## config.mk

```make
export PLATFORM = sky130hd
export DESIGN_NAME = alu_wide_seq
export DESIGN_NICKNAME = d
export VERILOG_FILES = /design/src/rtl/alu_wide_seq_pkg.sv /design/src/rtl/alu_wide_seq.sv
export SDC_FILE = /design/constraint.sdc
export NUM_CORES = 1
export LEC_CHECK = 0
export ABC_AREA = 0
export CORE_ASPECT_RATIO = 1.75
export CORE_MARGIN = 1
export CORE_UTILIZATION = 45
export CTS_BUF_LIST = sky130_fd_sc_hd__clkbuf_2
export DETAILED_ROUTE_END_ITERATION = 8
export PLACE_DENSITY = 0.79
export SYNTH_ARGS = -nofsm -noshare
export SYNTH_HDL_FRONTEND = slang
export SYNTH_SLANG_ARGS = --single-unit
```

## constraint.sdc

```tcl
create_clock -name clk_i -period 2.3 [get_ports clk_i]
set_input_delay 0.69 -clock clk_i [delete_from_list [all_inputs] [get_ports clk_i]]
set_output_delay 0.69 -clock clk_i [all_outputs]
set_load 0.01 [all_outputs]
```

## src/rtl/alu_wide_seq_pkg.sv

```systemverilog
// ============================================================================
// alu_wide_seq_pkg : opcodes shared with the 8-bit ALU and sequencer states.
// Revision 1.0
// ============================================================================
`default_nettype none

package alu_wide_seq_pkg;

    typedef enum logic [2:0] {
        OP_ADD = 3'd0,
        OP_LSH = 3'd1,
        OP_RSH = 3'd2,
        OP_XOR = 3'd3,
        OP_AND = 3'd4
    } op_mne;

    typedef enum logic [1:0] {
        ST_IDLE   = 2'd0,
        ST_FIRST  = 2'd1,
        ST_SECOND = 2'd2,
        ST_DONE   = 2'd3
    } seq_state_t;

    localparam int OP_COUNT_W = 16;

    // Ops whose shift/carry bit ripples from the first pass into the second.
    function automatic logic op_chains(input logic [2:0] op);
        return (op == OP_ADD) || (op == OP_LSH) || (op == OP_RSH);
    endfunction

endpackage

`default_nettype wire

```

## src/rtl/alu_wide_seq.sv

```systemverilog
// ============================================================================
// alu_wide_seq : issues one 2W-bit op as two passes through a W-bit ALU.
// Optional macro WIDE_SEQ_PERF_EN adds the op_count_o completion counter.
// Revision 1.0
// ============================================================================
`default_nettype none

module alu_wide_seq
    import alu_wide_seq_pkg::*;
#(
    parameter int W = 8
) (
    input  logic                  clk_i,
    input  logic                  rst_ni,
    input  logic                  req_valid_i,
    output logic                  req_ready_o,
    input  logic [2:0]            req_op_i,
    input  logic [2*W-1:0]        req_a_i,
    input  logic [2*W-1:0]        req_b_i,
    input  logic                  req_cin_i,
    output logic [W-1:0]          alu_a_o,
    output logic [W-1:0]          alu_b_o,
    output logic [2:0]            alu_op_o,
    output logic                  alu_sc_in_o,
    input  logic [W-1:0]          alu_out_i,
    input  logic                  alu_sc_out_i,
    input  logic                  alu_zero_i,
    output logic                  rsp_valid_o,
    input  logic                  rsp_ready_i,
    output logic [2*W-1:0]        rsp_result_o,
    output logic                  rsp_carry_o,
`ifdef WIDE_SEQ_PERF_EN
    output logic [OP_COUNT_W-1:0] op_count_o,
`endif
    output logic                  rsp_zero_o
);

    seq_state_t     state_q, state_d;
    logic [2:0]     op_q;
    logic [2*W-1:0] a_q, b_q;
    logic           cin_q;
    logic [W-1:0]   part_q;
    logic           sc_q, z1_q;
    logic           rsp_valid_q;
    logic [2*W-1:0] rsp_result_q;
    logic           rsp_carry_q, rsp_zero_q;

    logic w_accept, w_handshake, w_hi_first, w_chain, w_is_shift, w_sel_hi;

    assign w_accept    = req_valid_i && (state_q == ST_IDLE);
    assign w_handshake = rsp_valid_q && rsp_ready_i;
    assign w_hi_first  = (op_q == OP_RSH);
    assign w_chain     = op_chains(op_q);
    assign w_is_shift  = (op_q == OP_LSH) || (op_q == OP_RSH);

    always_ff @(posedge clk_i or negedge rst_ni) begin
        if (!rst_ni) begin
            state_q <= ST_IDLE;
        end else begin
            state_q <= state_d;
        end
    end

    always_comb begin
        state_d     = state_q;
        w_sel_hi    = 1'b0;
        alu_a_o     = '0;
        alu_b_o     = '0;
        alu_op_o    = '0;
        alu_sc_in_o = 1'b0;
        case (state_q)
            ST_IDLE: begin
                if (req_valid_i) state_d = ST_FIRST;
            end
            ST_FIRST: begin
                state_d     = ST_SECOND;
                w_sel_hi    = w_hi_first;
                alu_op_o    = op_q;
                alu_sc_in_o = w_chain & cin_q;
            end
            ST_SECOND: begin
                state_d     = ST_DONE;
                w_sel_hi    = !w_hi_first;
                alu_op_o    = op_q;
                alu_sc_in_o = w_chain & sc_q;
            end
            ST_DONE: begin
                if (rsp_ready_i) state_d = ST_IDLE;
            end
            default: state_d = ST_IDLE;
        endcase
        if ((state_q == ST_FIRST) || (state_q == ST_SECOND)) begin
            alu_a_o = w_sel_hi ? a_q[2*W-1:W] : a_q[W-1:0];
            if (!w_is_shift) alu_b_o = w_sel_hi ? b_q[2*W-1:W] : b_q[W-1:0];
        end
    end

    always_ff @(posedge clk_i or negedge rst_ni) begin
        if (!rst_ni) begin
            op_q         <= '0;
            a_q          <= '0;
            b_q          <= '0;
            cin_q        <= 1'b0;
            part_q       <= '0;
            sc_q         <= 1'b0;
            z1_q         <= 1'b0;
            rsp_valid_q  <= 1'b0;
            rsp_result_q <= '0;
            rsp_carry_q  <= 1'b0;
            rsp_zero_q   <= 1'b0;
        end else begin
            if (w_accept) begin
                op_q  <= req_op_i;
                a_q   <= req_a_i;
                b_q   <= req_b_i;
                cin_q <= req_cin_i;
            end
            if (state_q == ST_FIRST) begin
                part_q <= alu_out_i;
                sc_q   <= alu_sc_out_i;
                z1_q   <= alu_zero_i;
            end
            if (state_q == ST_SECOND) begin
                // part_q holds whichever word the first pass produced.
                rsp_valid_q  <= 1'b1;
                rsp_result_q <= w_hi_first ? {part_q, alu_out_i} : {alu_out_i, part_q};
                rsp_carry_q  <= w_chain & alu_sc_out_i;
                rsp_zero_q   <= z1_q & alu_zero_i;
            end else if (w_handshake) begin
                rsp_valid_q <= 1'b0;
            end
        end
    end

`ifdef WIDE_SEQ_PERF_EN
    logic [OP_COUNT_W-1:0] op_count_q;

    always_ff @(posedge clk_i or negedge rst_ni) begin
        if (!rst_ni) begin
            op_count_q <= '0;
        end else if (w_handshake) begin
            op_count_q <= op_count_q + 1'b1;
        end
    end

    assign op_count_o = op_count_q;
`endif

    assign req_ready_o  = (state_q == ST_IDLE);
    assign rsp_valid_o  = rsp_valid_q;
    assign rsp_result_o = rsp_result_q;
    assign rsp_carry_o  = rsp_carry_q;
    assign rsp_zero_o   = rsp_zero_q;

endmodule

`default_nettype wire
```

; Word level (Yosys, flattened, before mapping)
; Index checks and enable logic that the tools add are counted.
[classes]
eq_ne = 7
muxes = 14
bitwise = 4
reduce_logical = 12
[ops]
columns = cell, n
row1 = 2-to-1 mux 8 bit, 5
row2 = 2-to-1 mux 16 bit, 1
row3 = one-hot mux 2 bit (4 select lines), 1
row4 = AND 1 bit, 4
row5 = == test 2 bit (second input constant), 2
row6 = logical OR 1 bit, 4
row7 = 2-to-1 mux 2 bit, 2
row8 = != test 2 bit (second input constant), 2
row9 = one-hot mux 1 bit (2 select lines), 2
row10 = == test 3 x 1 -> 1 bit (second input constant), 1
row11 = == test 3 x 2 -> 1 bit (second input constant), 1
row12 = zero test 3 bit, 1
row13 = 2-to-1 mux 3 bit, 1
row14 = == test 2 x 1 -> 1 bit (second input constant), 1
row15 = logical AND 1 bit, 2
row16 = zero test 2 bit, 1
row17 = 2-to-1 mux 1 bit, 2
row18 = AND reduction 2 bit, 1
row19 = nonzero test 2 bit, 1
row20 = OR reduction 2 bit, 1
row21 = zero test 1 bit, 1
[word_totals]
register_bits = 67
in_bits = 50
out_inout_bits = 40
word_cells = 49

; Longest topological paths before layout
[logic_depth]
word_depth = 6
mapped_depth = 6
mapped_depth_nobuf = 5

; Worst setup path before layout
; OpenSTA, ideal clock, no wires.
[synth_timing]
kind = register to output
startpoint = reg state_q[1]
endpoint = out alu_a_o[0]
arrival_time_ps = 1635
required_ps = 1610
path_slack_ps = -25
path_stages_with_launch = 6
path_buffers = 1
cell_sequence = dfrtp_1 inv_1 ha_1 clkbuf_1 mux2i_2 mux2i_1
[synth_between]
elab_chain_cells = 4
word_cells_on_any_way = 6
cone_classes = eq/ne: 2 / mux: 3 / reduce/logical: 1
[synth_rtl]
columns = element, line_no
row1 = from (decl), alu_wide_seq.sv:38  ; seq_state_t state_q, state_d;
row2 = from (signal assigned), alu_wide_seq.sv:60  ; state_q <= state_d;
row3 = == test 2 bit or == test 2 x 1 -> 1 bit (tied branches), "alu_wide_seq.sv:71, alu_wide_seq.sv:92"
row4 = one-hot mux 1 bit (2 select lines), alu_wide_seq.sv:71  ; case (state_q)
row5 = 2-to-1 mux 8 bit, alu_wide_seq.sv:93  ; alu_a_o = w_sel_hi ? a_q[2*W-1:W] : a_q[W-1:0];
row6 = 2-to-1 mux 8 bit *, alu_wide_seq.sv:92  ; if ((state_q == ST_FIRST) || (state_q == ST_SECOND)) begin
row7 = to (decl), alu_wide_seq.sv:21  ; output logic [W-1:0] alu_a_o,
; Mark *: on every way between the ends. The rest lies on a longest branch, timed or not.

; Final worst setup path
[layout_timing]
startpoint = reg state_q[1]
endpoint = out alu_a_o[3]
; The elaborated chain is that of the path after synthesis.

==> metrics.log <==
INFO  metric design_area = 4470 um^2
INFO  metric worst_slew_pin_slew = 0.383 ns
INFO  metric finalHoldViolCount = 0
INFO  metric report.final.setup_viol = 20
INFO  metric globalplace.congestion = 0.786
INFO  metric grt_max_degree = slightly below 70
INFO  metric wire_length_of_the_first_global_routing_pass = 11,900 um
INFO  metric layout_worst_path_cycle_share = 119%
INFO  metric violations = setup timing
INFO  metric worst_path_largest_cell_delay = ~0.45 ns
INFO  metric fp.coreArea = 6910 um^2
INFO  metric final_net_count = ~450
INFO  metric synthesis.area = 3240 um^2
INFO  metric yosys_register_bits = 67
INFO  metric cts.path.max_buffers = 2
INFO  metric post_synth.cell_area_avg = approximately 11 um^2
INFO  metric worst_clock_skew = between 0.015 and 0.02 ns
INFO  metric area_growth = 37.9%
INFO  metric post_layout_nonfiller_instances = slightly below 500
INFO  metric ioPinCount = 90
INFO  metric post-synth-top-area-fraction = 51.7%
INFO  metric post_route_cells_drive_above_1_share = around 30%
INFO  metric fillers = 579
INFO  metric slew_viol_final = 0
INFO  metric synth_top_cells_by_area = sky130_fd_sc_hd__dfrtp_1 52%, sky130_fd_sc_hd__mux2_2 16%, sky130_fd_sc_hd__mux2i_1 8.0%, sky130_fd_sc_hd__nand2_1 3.0%, sky130_fd_sc_hd__a21oi_1 2.6%
INFO  metric cp_common_cell = sky130_fd_sc_hd__buf_6
INFO  metric worst-r2r-cell-count = 6
INFO  metric global_route.usage.total = 21.3%
INFO  metric critical_path.endpoint_type = output port
INFO  metric h_tree_depth = 3
INFO  metric floorplan.die.width = ~66 um
INFO  metric timing.max_cap.violations = 0
INFO  metric yosysTopAreaCell = sky130_fd_sc_hd__dfrtp_1
INFO  metric outcome = finished with violations
INFO  metric register_area_share_after_synthesis = between 50% and 60%
INFO  metric ctsRootBufferMaster = sky130_fd_sc_hd__clkbuf_2
INFO  metric placement.io_buffers = 89
INFO  metric clock_insertion_delay_worst_skew = 0.54 ns
INFO  metric place.detailed.instances = 457
INFO  metric first_global_vias = 2,538
INFO  metric vdd_ir_drop_max = roughly 860 uV
INFO  metric worst_setup_hold_path_clk_slew = 0.17 ns
INFO  metric tritoncts.num_buffers = 9
INFO  metric final.hold.worst_slack = about 0.12 ns
INFO  metric maxClockFrequency = 0.364 GHz
INFO  metric power.density_cell_area = 1470 nW/um^2
INFO  metric placementRows = 40
INFO  metric drt.antenna.violating_nets = 0
INFO  metric fp.dieArea = 7560 um^2
INFO  metric cts_tree = done
INFO  metric worst-endpoint-arrival = 2.05 ns
INFO  metric post_drt_wl_per_cell = about 15 um
INFO  metric p_leak = 2.00 nW
INFO  metric critPathSlowestCell = sky130_fd_sc_hd__dfrtp_1
INFO  metric cp.required = 1.61 ns
INFO  metric criticalPathCategory = reg -> out
INFO  metric mostFrequentLayoutCells = 67 x sky130_fd_sc_hd__dfrtp_1, 67 x sky130_fd_sc_hd__clkdlybuf4s50_1, 47 x sky130_fd_sc_hd__mux2_2
INFO  metric drt_first_iter_violations = between 150 and 200
INFO  metric die_y = around 110 um
INFO  metric synth_cell_types = 24
INFO  metric placedInstanceArea = about 4400 um^2
INFO  metric clock_sinks = 67
INFO  metric synthesis.yosys.warnings = 0
INFO  metric timing.max_slew.rel_slack = 74.4%
INFO  metric timing.critical_path.cells = buf_6 -> ha_4 -> buf_6 -> mux2i_4 -> buf_12 -> mux2i_1 -> buf_2
INFO  metric synthesis.nets = 338
INFO  metric final_critical_path_setup_slack = -0.444 ns
INFO  metric kind_of_start_point_of_the_critical_path = flip-flop
INFO  metric globalRoute.totalOverflow = 0
INFO  metric detail_route.vias_per_cell = 5.18
INFO  metric drt_wl_total = between 7000 and 8000 um
INFO  metric hpwl = 4910 um
INFO  metric dr.pass1.iters = 4
INFO  metric fin_crit = 2.74 ns
INFO  metric drc = 0
INFO  metric postCtsHoldBufs = 0
INFO  metric grt_setup_unrepaired = yes
INFO  metric timing.critical_path.fanout_max = 8
INFO  metric routed-via-count = 2,505
INFO  metric antenna_found_initial = 1
INFO  metric worst_hold_path_type = in -> async
INFO  metric synthCells = between 200 and 300
INFO  metric start_util = a little under half
## worst paths after layout
kind,slack [ns],startpoint,end
worst max-delay path,-0.44,state_q[1],alu_a_o[3]
worst min-delay path,0.12,rst_ni,rsp_zero_o
worst max register to register,0.68,state_q[1],part_q[2]
worst min register to register,0.52,rsp_valid_o,rsp_valid_o
max in group asynchronous,1.84,rst_ni,a_q[8]
min in group clk_i,0.52,rsp_valid_o,rsp_valid_o
## worst max-delay path, delay by kind of cell (launching register included)
family / cells / cell delay (ns)
buf+inv: 4 / 0.57
flops: 1 / 0.45
mux: 2 / 0.34
fa+ha+maj: 1 / 0.16
## registers in the layout, summed over array words and instances (netlist names)
name	flops
rsp_carry_o	1
op_q	3
rsp_result_o	16
sc_q	1
cin_q	1
z1_q	1
a_q	16
rsp_zero_o	1
b_q	16
part_q	8
state_q	2
rsp_valid_o	1
## cells by family (layout without fill, tap and decap cells)
family,after synthesis,in the layout,synth area share (%)
muxes,74,74,24.8
and+or+nand+nor,74,74,11.2
DFF,67,67,51.7
AOI/OAI and AO/OA,38,38,6.98
buffers and inverters,24,140,3.16
adders and majority gates,5,5,1.93
xor gates and xnor gates,1,1,0.270
other,0,1,0
## area by class of cell
| class | instances | area (um^2) | share of cell area (%) |
|---|---|---|---|
| Timing Repair Buffer | 118 | 1070 | 24.0 |
| Antenna cell | 1 | 2.50 | 0.0560 |
| Clock buffer | 12 | 60.1 | 1.34 |
| Multi-Input combinational cell | 192 | 1510 | 33.8 |
| Inverter | 6 | 27.5 | 0.616 |
| Clock inverter | 4 | 17.5 | 0.392 |
| Sequential cell | 67 | 1680 | 37.5 |
| Tap cell | 84 | 105 | 2.35 |
## timing repair
action | 4_1_cts | 5_1_grt
gates cloned | 2 | 0
setup buffers | 8 | 1
pin swaps | 4 | 1
endpoints found under the setup margin | 21 | 21
gates resized for setup | 81 | 13
## metal layers
layer	part of all wire (%)	track usage (%)	vias up
met4	2.8	13.5	0
met1	40	24.7	1222
li1	-	-	1209
met5	0	0	-
met3	3.6	3.88	15
met2	54	35.4	59
## cell usage after synthesis
| cell type | instances |
|---|---|
| sky130_fd_sc_hd__buf_2 | 7 |
| sky130_fd_sc_hd__inv_1 | 6 |
| sky130_fd_sc_hd__mux2_2 | 47 |
| sky130_fd_sc_hd__mux2i_2 | 1 |
| sky130_fd_sc_hd__xnor2_1 | 1 |
| sky130_fd_sc_hd__a21o_1 | 9 |
| sky130_fd_sc_hd__and2_1 | 3 |
| sky130_fd_sc_hd__o21ai_1 | 1 |
| sky130_fd_sc_hd__nand3b_1 | 8 |
| sky130_fd_sc_hd__mux2i_1 | 26 |
| sky130_fd_sc_hd__o21ai_0 | 2 |
| sky130_fd_sc_hd__a31oi_1 | 8 |
| sky130_fd_sc_hd__dfrtp_1 | 67 |
| sky130_fd_sc_hd__nor2_1 | 18 |
| sky130_fd_sc_hd__a22o_1 | 1 |
| sky130_fd_sc_hd__a21oi_1 | 17 |
| sky130_fd_sc_hd__nand2_1 | 26 |
| sky130_fd_sc_hd__clkbuf_1 | 8 |
| sky130_fd_sc_hd__buf_4 | 1 |
| sky130_fd_sc_hd__ha_1 | 5 |
| sky130_fd_sc_hd__buf_1 | 2 |
| sky130_fd_sc_hd__nor3b_4 | 1 |
| sky130_fd_sc_hd__nand3_1 | 10 |
| sky130_fd_sc_hd__nand2b_1 | 8 |
## report_power, final
| part | switching, W | leakage, nW | internal, W | total [W] |
|---|---|---|---|---|
| clock | 0.000412 | 0.0608 | 0.000146 | 0.000557 |
| sequential | 0.000372 | 0.780 | 0.00178 | 0.00215 |
| combinational | 0.00175 | 1.16 | 0.00210 | 0.00385 |
| total | 0.00254 | 2.00 | 0.00402 | 0.00656 |
## through the flow
step	utilization [%]	power, W	setup TNS [ns]	worst slack [ns]
after floorplan	-	0.00433	0	0.0173
after global placement	63.1	0.00597	-3.94	-0.269
after detailed placement	63.1	0.00609	-4.44	-0.278
after CTS	64.5	0.00657	-8.46	-0.470
after global routing	64.7	0.00705	-9.48	-0.578
final	64.7	0.00656	-7.28	-0.444
No activity file was read; power rests on OpenSTA's default activity.
